$ cat src/rtl/uart_tx_feeder.sv
// Byte FIFO that feeds a UART transmitter one frame at a time.
// Launches a one-cycle start pulse per byte and waits for frame completion.
module uart_tx_feeder #(
  parameter int DEPTH = 16,
  parameter int AW    = 4
) (
  input  logic          clk,
  input  logic          reset,
  input  logic          wr_en,
  input  logic [7:0]    wr_data,
  input  logic          tx_en,
  input  logic          ovf_clr,
  input  logic          uart_tx_busy,
  input  logic          uart_tx_done,
  output logic          uart_start,
  output logic [7:0]    uart_tx_data,
  output logic          full,
  output logic          empty,
  output logic [AW:0]   count,
  output logic          overflow,
  output logic          active
);

  typedef enum logic [1:0] {
    IDLE,
    LAUNCH,
    WAIT_DONE
  } state_t;

  state_t state, state_nxt;

  logic [7:0]    mem [DEPTH];
  logic [AW-1:0] wptr;
  logic [AW-1:0] rptr;
  logic          push;
  logic          pop;

  assign full   = (count == (AW+1)'(DEPTH));
  assign empty  = (count == '0);
  assign push   = wr_en && !full;
  assign active = (state != IDLE);

  always_comb begin
    state_nxt  = state;
    pop        = 1'b0;
    uart_start = 1'b0;
    unique case (state)
      IDLE: begin
        if (tx_en && !empty && !uart_tx_busy) begin
          pop       = 1'b1;
          state_nxt = LAUNCH;
        end
      end
      LAUNCH: begin
        uart_start = 1'b1;
        state_nxt  = WAIT_DONE;
      end
      WAIT_DONE: begin
        if (uart_tx_done)
          state_nxt = IDLE;
      end
      default: state_nxt = IDLE;
    endcase
  end

  always_ff @(posedge clk or negedge reset) begin
    if (!reset)
      state <= IDLE;
    else
      state <= state_nxt;
  end

  // Storage carries no reset; only the pointers define validity.
  always_ff @(posedge clk) begin
    if (push)
      mem[wptr] <= wr_data;
  end

  always_ff @(posedge clk or negedge reset) begin
    if (!reset) begin
      wptr         <= '0;
      rptr         <= '0;
      count        <= '0;
      uart_tx_data <= 8'h00;
    end else begin
      if (push)
        wptr <= wptr + AW'(1);
      if (pop) begin
        rptr         <= rptr + AW'(1);
        uart_tx_data <= mem[rptr];
      end
      unique case ({push, pop})
        2'b10:   count <= count + (AW+1)'(1);
        2'b01:   count <= count - (AW+1)'(1);
        default: count <= count;
      endcase
    end
  end

  // A rejected push takes priority over a clear in the same cycle.
  always_ff @(posedge clk or negedge reset) begin
    if (!reset)
      overflow <= 1'b0;
    else if (wr_en && full)
      overflow <= 1'b1;
    else if (ovf_clr)
      overflow <= 1'b0;
  end

endmodule

$ cat config.mk
export PLATFORM = sky130hd
export DESIGN_NAME = uart_tx_feeder
export DESIGN_NICKNAME = d
export VERILOG_FILES = /design/src/rtl/uart_tx_feeder.sv
export SDC_FILE = /design/constraint.sdc
export NUM_CORES = 1
export LEC_CHECK = 0
export BUFFER_PORTS_ARGS = -buffer_cell sky130_fd_sc_hd__buf_2
export CAP_MARGIN = 30
export CORE_MARGIN = 5
export CORE_UTILIZATION = 56
export CTS_CLUSTER_SIZE = 30
export DETAILED_ROUTE_END_ITERATION = 6
export PLACE_DENSITY = 0.74
export SYNTH_ARGS = -nofsm -noshare
export SYNTH_HDL_FRONTEND = slang
export SYNTH_SLANG_ARGS = --single-unit
$ cat constraint.sdc
create_clock -name clk -period 3.4 [get_ports clk]
set_input_delay 0.51 -clock clk [delete_from_list [all_inputs] [get_ports clk]]
set_output_delay 0.51 -clock clk [all_outputs]
set_load 0.005 [all_outputs]
---- After elaboration in Yosys (flattened, before gate mapping) ----
Memory sizes are Yosys's and may differ from the RTL's. A register that Yosys moved wholly into a read port is not among the register bits.
Cells that the tools add are included.
Widths: inputs -> output; s select.
word-level totals
  memory bits (writable) .................. 128
  input port bits ......................... 15
  register bits ........................... 16
  memories ................................ 1
cells by class
  muxes and demuxes ....................... 11
  add/subtract/negate cells ............... 4
  reduce and logical (&&, ||, !) cells .... 14
  eq/ne operators ......................... 7
memories
  name  depth  bits a word  rd ports  clocked after memory_dff  write ports  RTL line  text
  mem   16     8            1         1                         1            32        logic [7:0] mem [DEPTH];
operators with widths
  kind                 count
  $pmux 5 s2           1
  $add 4x1->4 const B  2
  $mux 1               7
  $pmux 2 s3           1
  $reduce_bool 2->1    3
  $add 5x1->5 const B  1
  $eq 5x5->1 const B   1
  $logic_not 5->1      1
  $sub 5x1->5 const B  1
  $eq 2x1->1 const B   2
  $eq 2x2->1 const B   2
  $logic_and 1x1->1    4
  $logic_not 1->1      4
  $mux 2               2
  $ne 2x2->1 const B   2
  $logic_not 2->1      1
  $reduce_and 2->1     1

---- Depth between registers and ports, before layout ----
Gate-level depths: netlist of run 1.
  depth after elaboration ................. 8
  depth in mapped cells ................... 9

---- Least setup slack after synthesis of run 1 ----
OpenSTA, ideal clock, no wires.
  kind .................................... flip-flop to flip-flop
  from .................................... register count[1]
  to ...................................... register count[4]
  stages on the path, launching flop included .. 10
  buffers on the path ..................... 1
  arrival ................................. 2.547 ns
  library setup time ...................... 0.080 ns
  clock period less this slack ............ 2.627 ns
  slack ................................... 0.773 ns
  data required time ...................... 3.320 ns
  cell sequence ........................... dfrtp_1 > nor4_4 > a2111oi_4 > buf_4 > ha_1 > fa_1 > a21o_1 > a21oi_1 > mux2i_1 > xnor2_1
between the ends
  cells in the longest elaborated chain, start to end .. 8
  elaborated cells on any way between the ends .. 15
  classes of those cells .................. 2 x add/sub; 3 x eq/ne; 3 x mux; 7 x reduce/logical
ends and longest elaborated chain
  item                                             RTL line  text
  start, declared                                  19        output logic [AW:0] count,
  start signal, assigned                           93        2'b10: count <= count + (AW+1)'(1);
  start signal, assigned                           94        2'b01: count <= count - (AW+1)'(1);
  start signal, assigned                           95        default: count <= count;
  $logic_not 5->1 *                                39        assign empty = (count == '0);
  $logic_not 1->1 *                                49        if (tx_en && !empty && !uart_tx_busy) begin
  $logic_and 1x1->1 * (2 in a row)                 49
  $mux 1 *                                         49
  $mux 1 *                                         47        unique case (state)
  via pop                                          36        logic pop;
  $eq 2x1->1 or $eq 2x2->1 (tied branches)         92        unique case ({push, pop})
  $pmux 5 s2 or $reduce_bool 2->1 (tied branches)  -
The timed path passes the listed nets; every way through them passes the cells marked *.
A chain may end at the register's enable or synchronous reset.

---- Worst setup path after layout of run 1 ----
  from .................................... register count[1]
  to ...................................... register count[4]
between the ends
  cells in the longest elaborated chain, start to end .. 8
  elaborated cells on any way between the ends .. 15
  classes of those cells .................. 2 x add/sub; 3 x eq/ne; 3 x mux; 7 x reduce/logical
ends and longest elaborated chain
  item                                             RTL line
  $logic_not 5->1                                  39
  $logic_not 1->1                                  49
  $logic_and 1x1->1 (2 in a row)                   49
  $mux 1                                           49
  $mux 1                                           47
  $eq 2x1->1 or $eq 2x2->1 (tied branches)         92
  $pmux 5 s2 or $reduce_bool 2->1 (tied branches)  -
Parallel ways exist; a longest one is shown, timed or not.

==> results of run 1 <==
==> path summary, 6_finish.rpt <==
kind                              startpoint  slack, ps  depth (start not counted)        to
max in group asynchronous              reset       2520                          2   rptr[0]
worst min register to register      overflow        500                          1  overflow
worst max register to register      count[1]        740                          9  count[4]
worst min-delay path            uart_tx_busy        210                          2  state[0]
min in group asynchronous              reset        490                          2  count[3]
worst max-delay path                count[1]        740                          9  count[4]
==> flip-flops by register name (all words and copies together) (netlist names) <==
signal,flops
mem,128
uart_tx_data,8
count,5
rptr,4
wptr,4
state,2
overflow,1
==> cells by family after synthesis <==
family	Yosys count	share of synthesized area, %
fa+ha+maj	10	2.16
simple gates	48	3.84
buf+inv	23	2.04
mux	43	13.6
compound gates	28	4.47
xor+xnor	10	1.43
flops	152	72.5
==> final cells by class <==
type	instances	area, µm²
clock buffer	19	422
clock inverter	13	121
fill	744	3810
inverter	6	22.5
multi-input combinational	139	1560
sequential	152	4450
tap	140	175
timing repair buffer	41	230
==> metal layers <==
metal  wire length (µm)  track usage [%]  vias up
met5                  0                0        -
met4                127             6.57        0
met3                687             5.34       14
met2               5540             29.8       88
met1               4710             25.2     1497
li1                   -                -     1345
==> metrics by stage <==
| step | power, W | hold slack (ps) |
|---|---|---|
| 3_5_place_dp | 0.00418 | 492 |
| 6_report | 0.00584 | 210 |
| 4_1_cts | 0.00589 | 189 |
| 3_3_place_gp | 0.00412 | 487 |
| 2_1_floorplan | 0.00372 | 214 |
| 5_1_grt | 0.00614 | 202 |
==> critical path: stages (launching register included) <==
cell	delay (ps)
dfrtp_1	470
nor4_4	480
a21boi_2	210
inv_1	100
ha_1	290
ha_1	320
a21o_1	180
a21oi_1	170
mux2i_1	230
xnor2_1	130
==> power breakdown <==
group	switching, W	total, W	internal [W]
Sequential	0.000261	0.00258	0.00231
Combinational	0.000796	0.00156	0.000763
Clock	0.000729	0.00171	0.000978
Total	0.00179	0.00584	0.00405
==> cell usage in the layout (no fill, tap or decap), types with 3 or more instances in the layout <==
cell type,Yosys,routed
edfxtp_1,128,128
mux4_2,32,32
buf_2,4,32
dfrtp_1,24,23
nor2_1,22,22
clkbuf_16,0,16
nand2_1,9,9
mux2i_1,9,9
ha_1,9,9
o22ai_1,8,8
a221oi_2,8,8
xnor2_1,8,8
buf_4,5,8
inv_1,6,6
nor3_1,4,4
clkinv_4,0,4
inv_6,0,4
and2_1,3,3
nand2b_1,3,3
a21o_1,3,3
o21ai_0,3,3
==> key figures, run 1 <==
Power and ir drop
  – Total power per unit cell area: 837 mW/mm²
  – Leak: 2.45 nW
  – Max VDD drop: 0.672 mV

Synth
  – Net Count, Synth: 339
  – EDFF count, synth: 128
  – Number of library cell types mapped by synthesis: 34
  – Syn Inst Count: 314
  – Largest cells by area after synthesis: edfxtp_1 (63%), mux4_2 (12%), dfrtp_1 (9.8%), a221oi_2 (2.0%), ha_1 (1.8%)
  – Yosys warns: 0
  – Post-synth top area share: 62.7%
  – Most frequent cells after synthesis: edfxtp_1 (128), mux4_2 (32), dfrtp_1 (24)
  – Syn Area/Cell: 19.5 µm²
  – Synth Register Bits: 152
  – Syn Std Cell Area: 0.00613 mm²
  – Seq/Total Area, Yosys: 72.5%
  – Most frequent cell after synthesis: edfxtp_1
  – Async SR Flop Fraction: 15.8%
  – Synth area leader: edfxtp_1
  – Top FF cell, synth: edfxtp_1

Clock tree
  – CTS max path bufs: 2
  – # H-tree levels: 4
  – Setup Fix Bufs, Post-CTS: 0
  – Num CTS Buffers: 17
  – CTS Hold Buffers Added: 1
  – Root buffer cell: clkbuf_8
  – # clock sinks: 152
  – Worst-path clk slew: 60 ps
  – CTS tree: yes
  – Worst skew pair latency: 530 ps
  – Post-CTS resize count: 0

Critical path
  – WP data arrival: 3110 ps
  – Crit Path Max Fanout: 9
  – Setup crit end kind: flip-flop
  – CP required: 3850 ps
  – Startpoint class of the critical path: flip-flop
  – CP Class: reg -> reg

Layout
  – Post-route design area: 0.00698 mm²
  – Fraction of layout cells with a size suffix above 1: 31.6%
  – Layout Utilization: 64.7%
  – Fin cells: 510
  – Nets: 382
  – Layout Area Growth over Synthesis: 13.8%
  – ANT cells: 0

STA
  – Worst clock skew: 9.28 ps
  – RSZ-0062 raised after global routing: false
  – Fin. Hold Viols: 0
  – Final setup viols: 0
  – Final number of max-transition violations: 0
  – Max-Slew Margin vs Limit: 39.0%
  – Post-route setup TNS: 0 ps
  – Final worst setup slack: 742 ps
  – Tmin final: 2660 ps
  – Fmax: 376 MHz
  – Tcrit/Tclk final: 78.2%
  – Slew @ Worst Pin: 912 ps

Placed design
  – Place WS: 720 ps
  – # port buffers: 32
  – Placed Area: 0.00643 mm²
  – HPWL Detailed: 7.26 mm
  – GP Congestion: 0.773
  – Dpl cells: 477

Drt
  – DR WL/cell: 21.7 µm
  – Post-route ant nets: 0
  – 1st-iter DRT viols: 305
  – DRC: 0
  – DR pass1 iterations: 4
  – Via count of the routed design: 2944
  – Final WL: 11.1 mm
  – Vias/cell: 5.77

Floorplan
  – Die X: 115 µm
  – Initial core utilization: 56.8%
  – Core region area: 0.0108 mm²
  – Die area: 0.0131 mm²
  – I/O pins: 33
  – Die Y: 115 µm
  – # rows: 38

GRT
  – Remaining global-route overflow: 0
  – Number of global-route vias before repair: 3096
  – First-pass GRT wire length: 17.6 mm
  – GR Util All Layers: 18.8%
  – Initial antenna violation count: 0
  – Largest net degree at the start of global routing: 34

Outcome
  – Status: finished clean

Hold path
  – Hold Path Class: in -> reg

Run
  – MaxCap Viol Count: 0
(Power assumes the default switching activity.)
==> inputs of run 2 (changes only) <==
ABC_AREA = 1   (was default)
clock period = 2.7 ns   (was 3.4 ns; I/O delays follow)
==> run 2 against run 1 <==
Final cell count increased by 71%. Clock power grew 49%. Wire length up 32%. Sequential cell count is the same. Critical path depth increased by 5. Clock skew is 2.1 ps lower. Critical endpoint unchanged.
==> key figures, run 2 <==
Synth
  – Net Count, Synth: 695 (+110%)
  – Most frequent cells after synthesis: nand2_1 (216), edfxtp_1 (128), inv_1 (112)
  – Top FF cell, synth: edfxtp_1
  – Yosys warns: 0 (unchanged)
  – Syn Std Cell Area: 0.00678 mm² (+11%)
  – Largest family of logic cells by synthesized area: simple AND/OR/NAND/NOR gates
  – Synth Area in Adders: 1.95% (-0.21 points)
  – Async SR Flop Fraction: 15.8% (unchanged)
  – Fraction of the mapped netlist area in simple logic gates: 21.5% (+18 points)
  – Syn Inst Count: 670 (+110%)
  – Most frequent cell after synthesis: nand2_1
  – Synth Area in Compound Gates: 0.904% (-3.6 points)
  – EDFF count, synth: 128 (unchanged)
  – Number of library cell types mapped by synthesis: 30 (-12%)
  – Synth area leader: edfxtp_1
  – Largest cells by area after synthesis: edfxtp_1 (57%), nand2_1 (12%), dfrtp_1 (8.9%), nand3_1 (7.2%), inv_1 (6.2%)
  – Xor/xnor share of the synthesized area: 1.03% (-0.40 points)
  – Post-synth top area share: 56.7% (-6.0 points)
  – Synth Register Bits: 152 (unchanged)
  – Syn Area/Cell: 10.1 µm² (-48%)
  – Mux cell area share after synthesis: 0% (-14 points)
  – Seq/Total Area, Yosys: 65.5% (-7.0 points)

STA
  – Slew @ Worst Pin: 713 ps (-198 ps)
  – Final number of max-transition violations: 0 (unchanged)
  – Fmax: 414 MHz (+10%)
  – Final worst setup slack: 284 ps (-458 ps)
  – Tmin final: 2420 ps (-242 ps)
  – Post-route setup TNS: 0 ps (unchanged)
  – Worst clock skew: 7.23 ps (-2.05 ps)
  – Tcrit/Tclk final: 89.5% (+11 points)
  – Max-Slew Margin vs Limit: 52.3% (+13 points)
  – Final setup viols: 0 (unchanged)
  – Fin. Hold Viols: 0 (unchanged)
  – RSZ-0062 raised after global routing: false

Drt
  – Via count of the routed design: 4617 (+57%)
  – Post-route ant nets: 0 (unchanged)
  – Final WL: 14.6 mm (+32%)
  – DRC: 0 (unchanged)
  – DR pass1 iterations: 5 (+1)
  – Vias/cell: 5.30 (-8.2%)
  – 1st-iter DRT viols: 514 (+69%)
  – DR WL/cell: 16.7 µm (-23%)

Layout
  – Layout Utilization: 64.7% (about the same)
  – Largest registers: mem: 128 flops, uart_tx_data: 8 flops, count: 5 flops
  – Layout Area Growth over Synthesis: 14.1%
  – Largest register by flop count: mem
  – Post-route design area: 0.00774 mm² (+11%)
  – Area of the multi-input gates: 0.00172 mm² (+10%)
  – Commonest cells after routing, fill and taps aside: nand2_1 (216), edfxtp_1 (128), inv_1 (112)
  – Fin cells: 871 (+71%)
  – Seq. cell area: 0.00445 mm² (unchanged)
  – Nets: 736 (+93%)
  – Most common cell after layout, fill and taps aside: nand2_1
  – Fill cells: 889 (+19%)
  – Fraction of layout cells with a size suffix above 1: 12.3% (-19 points)
  – Max FFs per register: 128 (unchanged)
  – ANT cells: 0 (unchanged)

Clock tree
  – Worst skew pair latency: 420 ps (-110 ps)
  – Root buffer cell: clkbuf_16
  – CTS tree: yes
  – # clock sinks: 152 (unchanged)
  – # H-tree levels: 4 (unchanged)
  – Setup Fix Bufs, Post-CTS: 0 (unchanged)
  – Num CTS Buffers: 17 (unchanged)
  – CTS max path bufs: 2 (unchanged)
  – Worst-path clk slew: 60 ps (about the same)

Critical path
  – Setup crit end kind: flip-flop
  – CP Class: reg -> reg
  – FF-to-FF End: count[4]
  – Startpoint class of the critical path: flip-flop
  – R2r startpoint: count[1]
  – WP data arrival: 2780 ps (-330 ps)
  – Cell count of the worst reg-to-reg path: 14 (+5)
  – Reg2Reg Setup Slack: 280 ps (-460 ps)
  – Crit Path Max Fanout: 15 (+6)
  – CP required: 3060 ps (-790 ps)

Floorplan
  – Initial core utilization: 56.7% (-0.10 points)
  – Core region area: 0.0120 mm² (+11%)
  – Die Y: 120 µm (+4.7%)
  – I/O pins: 33 (unchanged)
  – Die area: 0.0144 mm² (+9.7%)
  – # rows: 40 (+5.3%)
  – Die X: 120 µm (+4.7%)

Hold path
  – Hold Path Class: in -> reg
  – Worst hold stages: 2 (unchanged)
  – Min-Delay Startpoint: ovf_clr
  – Worst Hold End: overflow

Power and ir drop
  – Leak: 3.49 nW (+42%)
  – Max VDD drop: 0.534 mV (-20%)
  – Total power per unit cell area: 1060 mW/mm² (+26%)

GRT
  – GR Util All Layers: 21.8% (+3.0 points)
  – Remaining global-route overflow: 0 (unchanged)
  – Number of global-route vias before repair: 4443 (+44%)
  – Initial antenna violation count: 0 (unchanged)
  – Largest net degree at the start of global routing: 67 (+97%)
  – First-pass GRT wire length: 23.5 mm (+33%)

Placed design
  – Dpl cells: 838 (+76%)
  – # port buffers: 32 (unchanged)
  – Place WS: 321 ps (-399 ps)
  – HPWL Detailed: 9.18 mm (+26%)
  – GP Congestion: 0.844 (+9.2%)
  – Placed Area: 0.00709 mm² (+10%)

Outcome
  – Status: finished clean

Run
  – MaxCap Viol Count: 0 (unchanged)
==> run 2: power by group <==
| part | internal [W] | leakage [nW] | switching (W) |
|---|---|---|---|
| combinational | 0.000806 | 1.73 | 0.00175 |
| sequential | 0.00290 | 1.45 | 0.000179 |
| clock | 0.00163 | 0.303 | 0.000908 |
==> run 2: layout make-up <==
cell class | instances | area share, %
tap | 147 | 2.38
clock inverter | 14 | 2.65
inverter | 117 | 5.71
timing repair buffer | 50 | 4.01
sequential | 152 | 57.4
multi-input combinational | 373 | 22.3
clock buffer | 18 | 5.55
==> run 2: kinds of logic after synthesis <==
family,Yosys count
DFF,152
xor gates and xnor gates,8
AOI/OAI and AO/OA,11
buffers and inverters,145
adders and majority gates,10
and+or+nand+nor,344
==> run 2: worst max path at each step <==
stage,start,endpoint,slack [ps]
after floorplan,count[1],count[4],380
after global placement,count[1],count[4],370
after detailed placement,count[0],count[4],320
after CTS,count[1],count[4],270
after global routing,count[1],count[4],40
final,count[1],count[4],280
==> run 2: what timing repair did <==
action	4_1_cts	5_1_grt
endpoints found under the setup margin	0	1
resized for setup	0	1
hold buffers	1	0
endpoints found under the hold margin	24	0
==> run 2: stage by stage <==
step	hold WS (ps)	power [W]
after floorplan	109	0.00491
after global placement	429	0.00557
after detailed placement	440	0.00566
after CTS	161	0.00819
after global routing	169	0.00865
final	172	0.00817
==> run 2: routing by layer <==
layer | global-route usage, % | vias to the layer above | wire length [µm]
li1 | - | 2235 | -
met1 | 29.2 | 2167 | 6060
met2 | 34.9 | 184 | 7230
met3 | 4.71 | 31 | 936
met4 | 8.52 | 0 | 334
met5 | 0 | - | 0
==> run 2: worst max-delay path, stage by stage (launching register included) <==
cell and delay, ps:
dfrtp_1 440, nor2_2 160, nand2_1 70, nor2_1 120
inv_1 60, nand2_2 90, inv_4 80, ha_1 280
fa_1 450, a21oi_1 170, nor2_1 50, nor2_1 120
xor2_1 150, nand2_1 60, nand2_1 50
